<file path="config.mk">
export PLATFORM = sky130hd
export DESIGN_NAME = c3_pass_scheduler
export DESIGN_NICKNAME = d
export VERILOG_FILES = /design/src/rtl/c3_pass_scheduler.sv
export SDC_FILE = /design/constraint.sdc
export NUM_CORES = 1
export LEC_CHECK = 0
export ABC_AREA = 0
export CAP_MARGIN = 20
export CORE_MARGIN = 2
export CORE_UTILIZATION = 54
export CTS_CLUSTER_DIAMETER = 80
export DETAILED_ROUTE_END_ITERATION = 10
export PLACE_DENSITY_LB_ADDON = 0.15
export SYNTH_ARGS = -nofsm -noshare
export SYNTH_HDL_FRONTEND = slang
export SYNTH_SLANG_ARGS = --single-unit
</file>
<file path="constraint.sdc">
create_clock -name clk -period 3 [get_ports clk]
set_input_delay 0.6 -clock clk [delete_from_list [all_inputs] [get_ports clk]]
set_output_delay 0.6 -clock clk [all_outputs]
set_load 0.005 [all_outputs]
</file>
<file path="src/rtl/c3_pass_scheduler.sv">
// ---------------------------------------------------------------------------
// c3_pass_scheduler
//
// Sequences the C3 convolution datapath over its output-channel passes. Each
// processing unit produces two output channels per window, so covering all 16
// C3 channels takes NUM_PASS passes over the buffered 14x14 S2 map. For every
// pass the block:
//   1. requests the weight set for that pass and waits W_LAT cycles for the
//      weights to settle at the PUs,
//   2. raster-scans every OFM_W x OFM_W window origin, issuing one S2 buffer
//      read per accepted window,
//   3. drains and counts the returning results, then moves on to the next pass.
// After the last result of the last pass, done pulses to start the C5 stage.
//
// Ports:
//   clk        clock
//   rst        synchronous active-high reset, dominates all other inputs
//   start      S2 map fully buffered; only honoured while idle
//   pu_ready   PUs accept a window this cycle; low stalls the scan
//   res_valid  one result pair returned from relu/quant
//   ifm_rd_en  S2 buffer read strobe for the window at (win_row, win_col)
//   win_row    window origin row,    0..OFM_W-1
//   win_col    window origin column, 0..OFM_W-1
//   win_valid  ifm_rd_en delayed by RD_LAT (window data present at the PUs)
//   w_addr     weight-set index, equal to the current pass
//   w_load     one-cycle pulse requesting the weight set at w_addr
//   pass_idx   current pass, 0..NUM_PASS-1
//   busy       high whenever the scheduler is not idle
//   done       one-cycle pulse after the final result of the final pass
//   err        sticky: stray result while idle/loading, or result overflow
//
// Every output comes straight from a flop. Because of that, the window issued
// in a given cycle is decided on the previous clock edge from pu_ready as seen
// there; the first window is decided on the last weight-load cycle so that
// reads start immediately after the weights are stable.
// ---------------------------------------------------------------------------
module c3_pass_scheduler #(
  parameter int OFM_W    = 10,
  parameter int NUM_PASS = 8,
  parameter int W_LAT    = 2,
  parameter int RD_LAT   = 1
) (
  input  logic       clk,
  input  logic       rst,
  input  logic       start,
  input  logic       pu_ready,
  input  logic       res_valid,
  output logic       ifm_rd_en,
  output logic [3:0] win_row,
  output logic [3:0] win_col,
  output logic       win_valid,
  output logic [2:0] w_addr,
  output logic       w_load,
  output logic [2:0] pass_idx,
  output logic       busy,
  output logic       done,
  output logic       err
);

  localparam int WIN_TOTAL = OFM_W * OFM_W;
  localparam int WL_W      = $clog2(W_LAT + 1);

  localparam logic [6:0]      RES_FULL  = 7'(WIN_TOTAL);
  localparam logic [3:0]      LAST_POS  = 4'(OFM_W - 1);
  localparam logic [2:0]      LAST_PASS = 3'(NUM_PASS - 1);
  localparam logic [WL_W-1:0] WL_LAST   = WL_W'(W_LAT);
  localparam logic [WL_W-1:0] WL_FIRST  = WL_W'(1);

  typedef enum logic [1:0] {
    ST_IDLE,
    ST_WLOAD,
    ST_SCAN,
    ST_DRAIN
  } state_t;

  state_t          state, state_n;

  // wl_cnt counts the weight-load cycles spent so far (1 on the first one).
  logic [WL_W-1:0] wl_cnt, wl_cnt_n;

  // row_q/col_q hold the next window still to be issued in this pass.
  logic [3:0]      row_q, col_q, row_n, col_n;

  logic [6:0]      res_cnt, res_cnt_n;
  logic [2:0]      pass_n, w_addr_n;
  logic [3:0]      win_row_n, win_col_n;
  logic            rd_en_n, w_load_n, done_n, err_n, busy_n;
  logic            scan_step;
  logic [RD_LAT-1:0] rd_pipe;

  assign win_valid = rd_pipe[RD_LAT-1];

  // Next-state and next-output logic. Result accounting runs first so the
  // drain check below sees a result arriving in the same cycle; that lets
  // the final result move straight on to the next weight load without an
  // extra idle cycle. The window scan is shared between the last weight-load
  // cycle and the scan state, hence the scan_step flag.
  always_comb begin
    state_n   = state;
    wl_cnt_n  = wl_cnt;
    row_n     = row_q;
    col_n     = col_q;
    res_cnt_n = res_cnt;
    pass_n    = pass_idx;
    w_addr_n  = w_addr;
    win_row_n = win_row;
    win_col_n = win_col;
    rd_en_n   = 1'b0;
    w_load_n  = 1'b0;
    done_n    = 1'b0;
    err_n     = err;
    scan_step = 1'b0;

    // Results only make sense while windows are in flight. A result seen
    // while idle or loading weights, or one beyond the full window count,
    // is flagged and dropped.
    if (res_valid) begin
      if ((state == ST_IDLE) || (state == ST_WLOAD) || (res_cnt == RES_FULL)) begin
        err_n = 1'b1;
      end else begin
        res_cnt_n = res_cnt + 7'd1;
      end
    end

    case (state)
      ST_IDLE: begin
        if (start) begin
          state_n   = ST_WLOAD;
          wl_cnt_n  = WL_FIRST;
          pass_n    = 3'd0;
          w_addr_n  = 3'd0;
          w_load_n  = 1'b1;
          res_cnt_n = 7'd0;
          row_n     = 4'd0;
          col_n     = 4'd0;
          win_row_n = 4'd0;
          win_col_n = 4'd0;
        end
      end

      ST_WLOAD: begin
        if (wl_cnt == WL_LAST) begin
          scan_step = 1'b1;
        end else begin
          wl_cnt_n = wl_cnt + WL_FIRST;
        end
      end

      ST_SCAN: begin
        scan_step = 1'b1;
      end

      ST_DRAIN: begin
        if (res_cnt_n == RES_FULL) begin
          if (pass_idx == LAST_PASS) begin
            done_n  = 1'b1;
            state_n = ST_IDLE;
          end else begin
            state_n   = ST_WLOAD;
            wl_cnt_n  = WL_FIRST;
            pass_n    = pass_idx + 3'd1;
            w_addr_n  = pass_idx + 3'd1;
            w_load_n  = 1'b1;
            res_cnt_n = 7'd0;
            row_n     = 4'd0;
            col_n     = 4'd0;
            win_row_n = 4'd0;
            win_col_n = 4'd0;
          end
        end
      end

      default: begin
        state_n = ST_IDLE;
      end
    endcase

    // While scanning, the window address outputs always show the pending
    // window, so a stall holds them at the window that is waiting to go.
    if (scan_step) begin
      state_n   = ST_SCAN;
      win_row_n = row_q;
      win_col_n = col_q;
      if (pu_ready) begin
        rd_en_n = 1'b1;
        if (col_q == LAST_POS) begin
          col_n = 4'd0;
          if (row_q == LAST_POS) begin
            state_n = ST_DRAIN;
          end else begin
            row_n = row_q + 4'd1;
          end
        end else begin
          col_n = col_q + 4'd1;
        end
      end
    end

    busy_n = (state_n != ST_IDLE);
  end

  // State and output registers. Reset clears everything, including the
  // sticky error flag, which nothing else clears.
  always_ff @(posedge clk) begin
    if (rst) begin
      state     <= ST_IDLE;
      wl_cnt    <= '0;
      row_q     <= 4'd0;
      col_q     <= 4'd0;
      res_cnt   <= 7'd0;
      pass_idx  <= 3'd0;
      w_addr    <= 3'd0;
      win_row   <= 4'd0;
      win_col   <= 4'd0;
      ifm_rd_en <= 1'b0;
      w_load    <= 1'b0;
      busy      <= 1'b0;
      done      <= 1'b0;
      err       <= 1'b0;
    end else begin
      state     <= state_n;
      wl_cnt    <= wl_cnt_n;
      row_q     <= row_n;
      col_q     <= col_n;
      res_cnt   <= res_cnt_n;
      pass_idx  <= pass_n;
      w_addr    <= w_addr_n;
      win_row   <= win_row_n;
      win_col   <= win_col_n;
      ifm_rd_en <= rd_en_n;
      w_load    <= w_load_n;
      busy      <= busy_n;
      done      <= done_n;
      err       <= err_n;
    end
  end

  // Delay line that turns each read strobe into the matching data-valid for
  // the PUs. Reset flushes it so a read issued just before reset never shows
  // up as valid data afterwards.
  always_ff @(posedge clk) begin
    if (rst) begin
      rd_pipe <= '0;
    end else begin
      rd_pipe[0] <= ifm_rd_en;
      for (int i = 1; i < RD_LAT; i++) begin
        rd_pipe[i] <= rd_pipe[i-1];
      end
    end
  end

endmodule

</file>
* After elaboration in Yosys (flattened, before gate mapping) *
Cells that the tools add are included.
W data, S select, Z words.

cells by class
  add/sub/neg operators = 5
  bitwise gates (word level) = 3
  mux-type cells = 52
  equality and inequality tests = 16
  reductions and logical operators = 13

operator list
  cell                   number
  $mux W4                18
  $mux W7                5
  $pmux W4 S2            3
  $eq A7 B7 Y1 const B   2
  $mux W2                7
  $pmux W7 S2            1
  $mux W1                10
  $mux W3                3
  $ne A3 B3 Y1 const B   3
  $add A4 B1 Y4 const B  2
  $eq A4 B4 Y1 const B   2
  $ne A2 B2 Y1 const B   4
  $reduce_and A4 Y1      2
  $add A7 B1 Y7 const B  1
  $eq A2 B2 Y1 const B   3
  $pmux W2 S3            1
  $pmux W3 S2            1
  $reduce_bool A3 Y1     2
  $reduce_and A5 Y1      1
  $pmux W1 S2            2
  $pmux W2 S2            1
  $reduce_bool A2 Y1     2
  $add A3 B1 Y3 const B  1
  $eq A3 B3 Y1 const B   1
  8 further kinds        11

storage, ports and cells
  logic and storage cells = 103
  output and inout port bits = 20
  bits in registers = 36
  bits of input ports = 5

* Depth between registers and ports, before layout *
Gate-level depths: netlist of run 1.

  depth after elaboration = 12
  depth in mapped cells = 8
  gate-level depth less buffers = 8

* Worst setup path before layout of run 1 *
Ideal clock, no wire load.

  kind = register to register
  start point = register state[0]
  end point = register win_col[0]
  cell stages (with the launch flop) = 9
  required time = 2.883 ns
  slack = 0.731 ns
  clock period less this slack = 2.269 ns
  arrival time = 2.152 ns
  path buffers = 0
  library setup time = 0.117 ns
  cells stage by stage = dfxtp_1 > inv_1 > ha_1 > nor3b_2 > a21oi_1 > a211o_1 > o31a_1 > o21a_2 > a22o_1

on the way
  word-level cells in the longest chain between the ends = 8
  elaborated cells on any way between the ends = 17
  those cells by class = eq/ne: 7; mux: 5; reduce/logical: 5

ends and longest elaborated chain
  what                                                     line      RTL
  start, declared                                          76        state_t state, state_n;
  start signal, assigned                                   221       state <= state_n;
  $eq A2 B1 Y1 / $logic_not A2 Y1 (equally long branches)  118, 125
  $logic_or A1 B1 Y1 (2 in series)                         118       if ((state == ST_IDLE) || (state == ST_WLOAD) || (res_cnt == RES_FULL)) begin
  $mux W7                                                  118
  $mux W7                                                  117       if (res_valid) begin
  $eq A7 B7 Y1                                             154       if (res_cnt_n == RES_FULL) begin
  $ne A3 B3 Y1 (no source line)                            n/a
  $reduce_and A4 Y1 (no source line)                       n/a
  end signal, assigned                                     229       win_col <= win_col_n;
  end, declared                                            50        output logic [3:0] win_col,

Several ways; a longest one is shown, not always the timed one.
A chain may end at the register's enable or synchronous reset.

* Final worst setup path of run 1 *
  start point = register state[0]
  end point = register row_q[2]

on the way
  word-level cells in the longest chain between the ends = 12
  elaborated cells on any way between the ends = 16
  those cells by class = eq/ne: 4; mux: 9; reduce/logical: 3

ends and longest elaborated chain
  what                                                     line      RTL
  $eq A2 B1 Y1 / $logic_not A2 Y1 (equally long branches)  118, 125
  $logic_or A1 B1 Y1 (2 in series)                         118
  $mux W7                                                  118
  $mux W7                                                  117
  $eq A7 B7 Y1                                             154
  $mux W4                                                  154
  $pmux W4 S2                                              125       case (state)
  $mux W4                                                  188       if (row_q == LAST_POS) begin
  $mux W4                                                  186       if (col_q == LAST_POS) begin
  $mux W4                                                  184       if (pu_ready) begin
  $mux W4 (*)                                              180       if (scan_step) begin
  end signal, assigned                                     223       row_q <= row_n;
  end, declared                                            82        logic [3:0] row_q, col_q, row_n, col_n;

Mark *: on every way between the ends. The rest lies on a longest branch, timed or not.

==> metrics.cfg, run 1 <==
[run_status]
outcome=completed

[sta]
hold_viol_final=0
fin_ws_ns=0.406
rsz0062_at_grt=no
setup_tns_ns=0
worst_hold_slack_ns=0.472
setup_viol=0
worstMarginPinSlew_ns=0.559
fin_crit_sh_pct=86.5
fmax_mhz=386
final-max-slew-violation-count=0
min_period_ns=2.59
fin_skew_ns=0.00906
max-slew-margin-rel_pct=62.3

[clock_tree]
postCtsResizedCells=0
cts_buffer_depth=2
postCtsSetupRepairBufs=0
cts_buffers=5
clk_pin_slew_ns=0.10
cts-root-buf=clkbuf_4
cts_tree=yes
hold_buffers=0
ctsHtreeMaxLevel=2
insertion_delay_ns=0.34
clock-sinks=36

[floorplan]
die_h_um=61.6
io_pins=25
core_area_sq_um=3100
dieArea_sq_um=3790
start_util_pct=57.7
rows=20
die_w_um=61.6

[hold_path]
min_path_type=reg -> reg

[synthesis]
synth-warning-count=0
synth_area_sq_um=1790
yosys_most_used_dff=dfxtp_1
ys_ff_latch=36
yosysSeqAreaShare_pct=40.3
ys_async_sr_fraction_pct=0
syn_inst=195
synth_nets=211
netlist-cell-type-count=51
synth-edff-count=0
syn_area_per_cell_sq_um=9.18

[global_routing]
busiest_layer=met2
track_usage_pct=22.3
met1_usage_pct=28.2
grt-ovfl-total=0
met3_usage_pct=4.62
grt_max_degree=12
antenna_found_initial=0
grt_first_pass_wirelength_mm=6.31
grt_use_met2_pct=37.4
grt_pass1_vias=1440

[power_and_ir_drop]
p_comb_share_pct=13.4
pwr-share-clk_pct=32.0
internal_power_uw=671
finalPower_uw=906
powerDensity_nw_per_um2=426
irDropWorstVdd_mv=0.300
p_sw_share_pct=26.0
p_leak_nw=0.841
p_switching_uw=235
power_frac_seq_pct=54.7

[route]
wl_mm=3.71
firstDrtPassIters=4
drc=0
ant_nets=0
drt-initial-drc-count=85
wl_per_cell_um=14.0
vias=1501
vias_per_cell=5.66

[job]
cap_violations=0

[layout]
finalNetCount=237
postLayoutCoreUtil_pct=68.5
fin_cells=265
fillCellCount=286
drive_above_1_share_pct=9.95
design_area_sq_um=2130
final_common_cell=dfxtp_1
area_growth_pct=18.8
mostFrequentLayoutCells=36 x dfxtp_1, 24 x clkdlybuf4s50_1, 17 x nand2_1
antenna_cells=0

[critical_path]
cp_max_fo=7
startpoint_type=flop
crit_type=reg -> reg
critPathCaptureType=flop
worstPathArrival_ns=2.83
cp.required_ns=3.23

[place]
place_ws_ns=0.133
port-buffer-count=24
dpl.hpwl_mm=2.77
gp_congestion=0.865
post_dp_cell_area_sq_um=2060
dp_cells=258

==> final cells by class <==
type | count | area, sq um | share of cell area, %
Sequential cell | 36 | 721 | 33.9
Clock buffer | 7 | 65.1 | 3.06
Inverter | 11 | 41.3 | 1.94
Multi-Input combinational cell | 141 | 988 | 46.5
Tap cell | 44 | 55.1 | 2.59
Timing Repair Buffer | 26 | 255 | 12.0
==> critical path: stages (launching register included) <==
cell	delay, ns
dfxtp_1	0.40
inv_1	0.08
ha_1	0.29
nor3b_2	0.35
a21oi_1	0.15
a211o_1	0.37
o31ai_2	0.34
a21oi_1	0.23
a31o_2	0.28
==> path summary, 6_finish.rpt <==
path / from / end / slack [ns] / cells past startpoint
worst min-delay path: ifm_rd_en / win_valid / 0.47 / 1
worst min register to register: ifm_rd_en / win_valid / 0.47 / 1
worst max-delay path: state[0] / row_q[2] / 0.41 / 8
worst max register to register: state[0] / row_q[2] / 0.41 / 8
==> sequential cells by signal (all words and copies together) (netlist names), 2 cells and up <==
name,count
state,2
row_q,4
wl_cnt,2
res_cnt,7
col_q,4
pass_idx,3
win_row,4
win_col,4
==> metal layers <==
layer	part of all wire (%)	wire, um
met5	0	0
met4	1.9	72
met3	4.1	151
met2	48	1770
met1	46	1720
==> cell usage after synthesis, types with 3 or more instances <==
cell type  number  share of area, %
a22o_1          8               3.9
o21ai_0         6               1.7
a21o_1          3               1.3
buf_4           3               1.3
a21oi_1        10               2.8
ha_1           11               7.7
nor3_1          4               1.1
nand3_1         4               1.1
a31o_2          4               2.0
nor2_1         15               3.1
or3_1           3               1.0
nor4_1          3               1.0
nor2b_1         4               1.4
inv_1          11               2.3
dfxtp_1        36                40
o22ai_1         5               1.7
nand4_1         4               1.4
nand2_1        17               3.6
nand2b_1        6               2.1
==> kinds of logic after synthesis <==
logic type               count (synthesis)  share of synthesized area (%)
XOR/XNOR                                 4                           1.96
flip-flops                              36                           40.3
adder cells (fa/ha/maj)                 11                           7.69
multiplexers                             3                           1.89
AO/OA/AOI/OAI                           49                           20.3
AND/OR/NAND/NOR                         74                           23.4
buffers and inverters                   18                           4.48
==> power groups by stage <==
stage / registers [mW] / logic, mW / clock network [mW]
floorplan: 0.506 / 0.0804 / 0
global placement: 0.506 / 0.116 / 0
detailed placement: 0.506 / 0.119 / 0
CTS: 0.495 / 0.120 / 0.295
global route: 0.497 / 0.134 / 0.317
finish: 0.495 / 0.121 / 0.290
Power figures use the tool's default switching activity.
==> run 2, diff against run 1 <==
Settings changed: CORE_UTILIZATION 54 to 45, MAX_ROUTING_LAYER set to met4.
==> run 2 against run 1 <==
Against the previous run:
- largest power group unchanged
- register-to-register slack is essentially flat
- cell count grew 2.3%
- die area grew 19%
- wire length grew 1.8%
==> metrics.cfg, run 2 (synthesis results as in run 1) <==
[global_routing]
antenna_found_initial=0
grt-ovfl-total=0
grt_first_pass_wirelength_mm=6.53
grt_max_degree=17
track_usage_pct=20.0
grt_pass1_vias=1395

[layout]
mostFrequentLayoutCells=36 x dfxtp_1, 24 x clkdlybuf4s50_1, 17 x nand2_1
design_area_sq_um=2180
finalNetCount=239
antenna_cells=0
drive_above_1_share_pct=10.8
regMostFlops=res_cnt
area_growth_pct=21.7
largest_reg_flops=7
final_common_cell=dfxtp_1

[clock_tree]
cts_buffers=5
postCtsSetupRepairBufs=0
cts-root-buf=clkbuf_8
cts_tree=yes
ctsHtreeMaxLevel=2
cts_buffer_depth=2
hold_buffers=0
insertion_delay_ns=0.29
clk_pin_slew_ns=0.06
clock-sinks=36
postCtsResizedCells=0

[critical_path]
cp_max_fo=7
crit_type=in -> reg
worstPathArrival_ns=2.78
r2r_end=busy
r2r_setup_slack_ns=0.40
cp.required_ns=3.17
worst_r2r_path_depth=8
r2r_start=state[0]
critPathCaptureType=flop
startpoint_type=input pin

[sta]
final-max-slew-violation-count=0
setup_tns_ns=0
hold_viol_final=0
setup_viol=0
fin_crit_sh_pct=87.0
max-slew-margin-rel_pct=68.0
rsz0062_at_grt=no
min_period_ns=2.61
fmax_mhz=383
fin_skew_ns=0.00680
worstMarginPinSlew_ns=0.476

[run_status]
outcome=completed

[place]
port-buffer-count=24
post_dp_cell_area_sq_um=2080
dpl.hpwl_mm=2.85
gp_congestion=0.879

[floorplan]
die_h_um=67.1
io_pins=25
die_w_um=67.1
rows=22
core_area_sq_um=3740
start_util_pct=47.8
dieArea_sq_um=4500

[route]
wl_mm=3.78
firstDrtPassIters=4
vias=1500
drt-initial-drc-count=58
ant_nets=0
wl_per_cell_um=13.9
drc=0
vias_per_cell=5.54

[hold_path]
hold_end=win_valid
min_path_type=reg -> reg
whs_path_depth=1
min_from=ifm_rd_en

[power_and_ir_drop]
powerDensity_nw_per_um2=454
irDropWorstVdd_mv=0.291
p_leak_nw=0.864

[job]
cap_violations=0

[run 2: cell types whose count changed in the layout (fill, tap and decap cells not counted), sizes merged]
| cell | delta |
|---|---|
| buf | +2 |
[run 2: per-layer routing]
metal / part of all wire [%] / track usage, % / vias to the layer above / routed length [um]
met3: 4.4 / 5.91 / 7 / 166
met5: 0 / - / - / 0
met1: 48 / 25.5 / 698 / 1820
met4: 2.0 / 8.93 / 0 / 77
met2: 45 / 29.0 / 36 / 1720
li1: - / - / 759 / -
[run 2: layout make-up]
| type | count | area [sq um] |
|---|---|---|
| multi-input cells | 141 | 988 |
| inverters | 11 | 41.3 |
| flip-flops and latches | 36 | 721 |
| repair buffers | 28 | 270 |
| fillers | 343 | 1570 |
| well taps | 48 | 60.1 |
| clock buffers | 7 | 96.3 |
[run 2: how the worst max path moves through the flow]
stage | startpoint | end | cells after the start
4_1_cts | state[0] | win_row[0] | 8
3_5_place_dp | res_valid | win_row[0] | 7
2_1_floorplan | state[0] | win_col[0] | 8
3_3_place_gp | res_valid | win_row[3] | 7
6_report | res_valid | busy | 7
5_1_grt | state[0] | busy | 8
[run 2: stage by stage]
step           hold slack, ns  setup WS [ns]  std cells  util [%]  total power, mW
2_1_floorplan           0.448          0.731        195         -            0.586
3_3_place_gp            0.445          0.195        264      55.6            0.627
3_5_place_dp            0.457          0.151        264      55.6            0.630
4_1_cts                 0.469          0.445        271      58.2            0.992
5_1_grt                 0.482          0.146        271      58.2             1.03
6_report                0.465          0.391        271      58.2            0.988
[run 2: critical path: stages]
cell and delay, ns:
clkdlybuf4s50_1 0.47, nor3b_2 0.32, a21oi_1 0.14, a211o_1 0.39
o21ai_0 0.30, o21ai_0 0.16, or3b_1 0.38
[run 2: power by group]
part | switching, mW | total (mW) | leakage, nW | internal [mW]
logic | 0.0714 | 0.123 | 0.522 | 0.0514
registers | 0.00712 | 0.496 | 0.291 | 0.489
clock network | 0.165 | 0.369 | 0.0503 | 0.204
total | 0.244 | 0.988 | 0.864 | 0.745
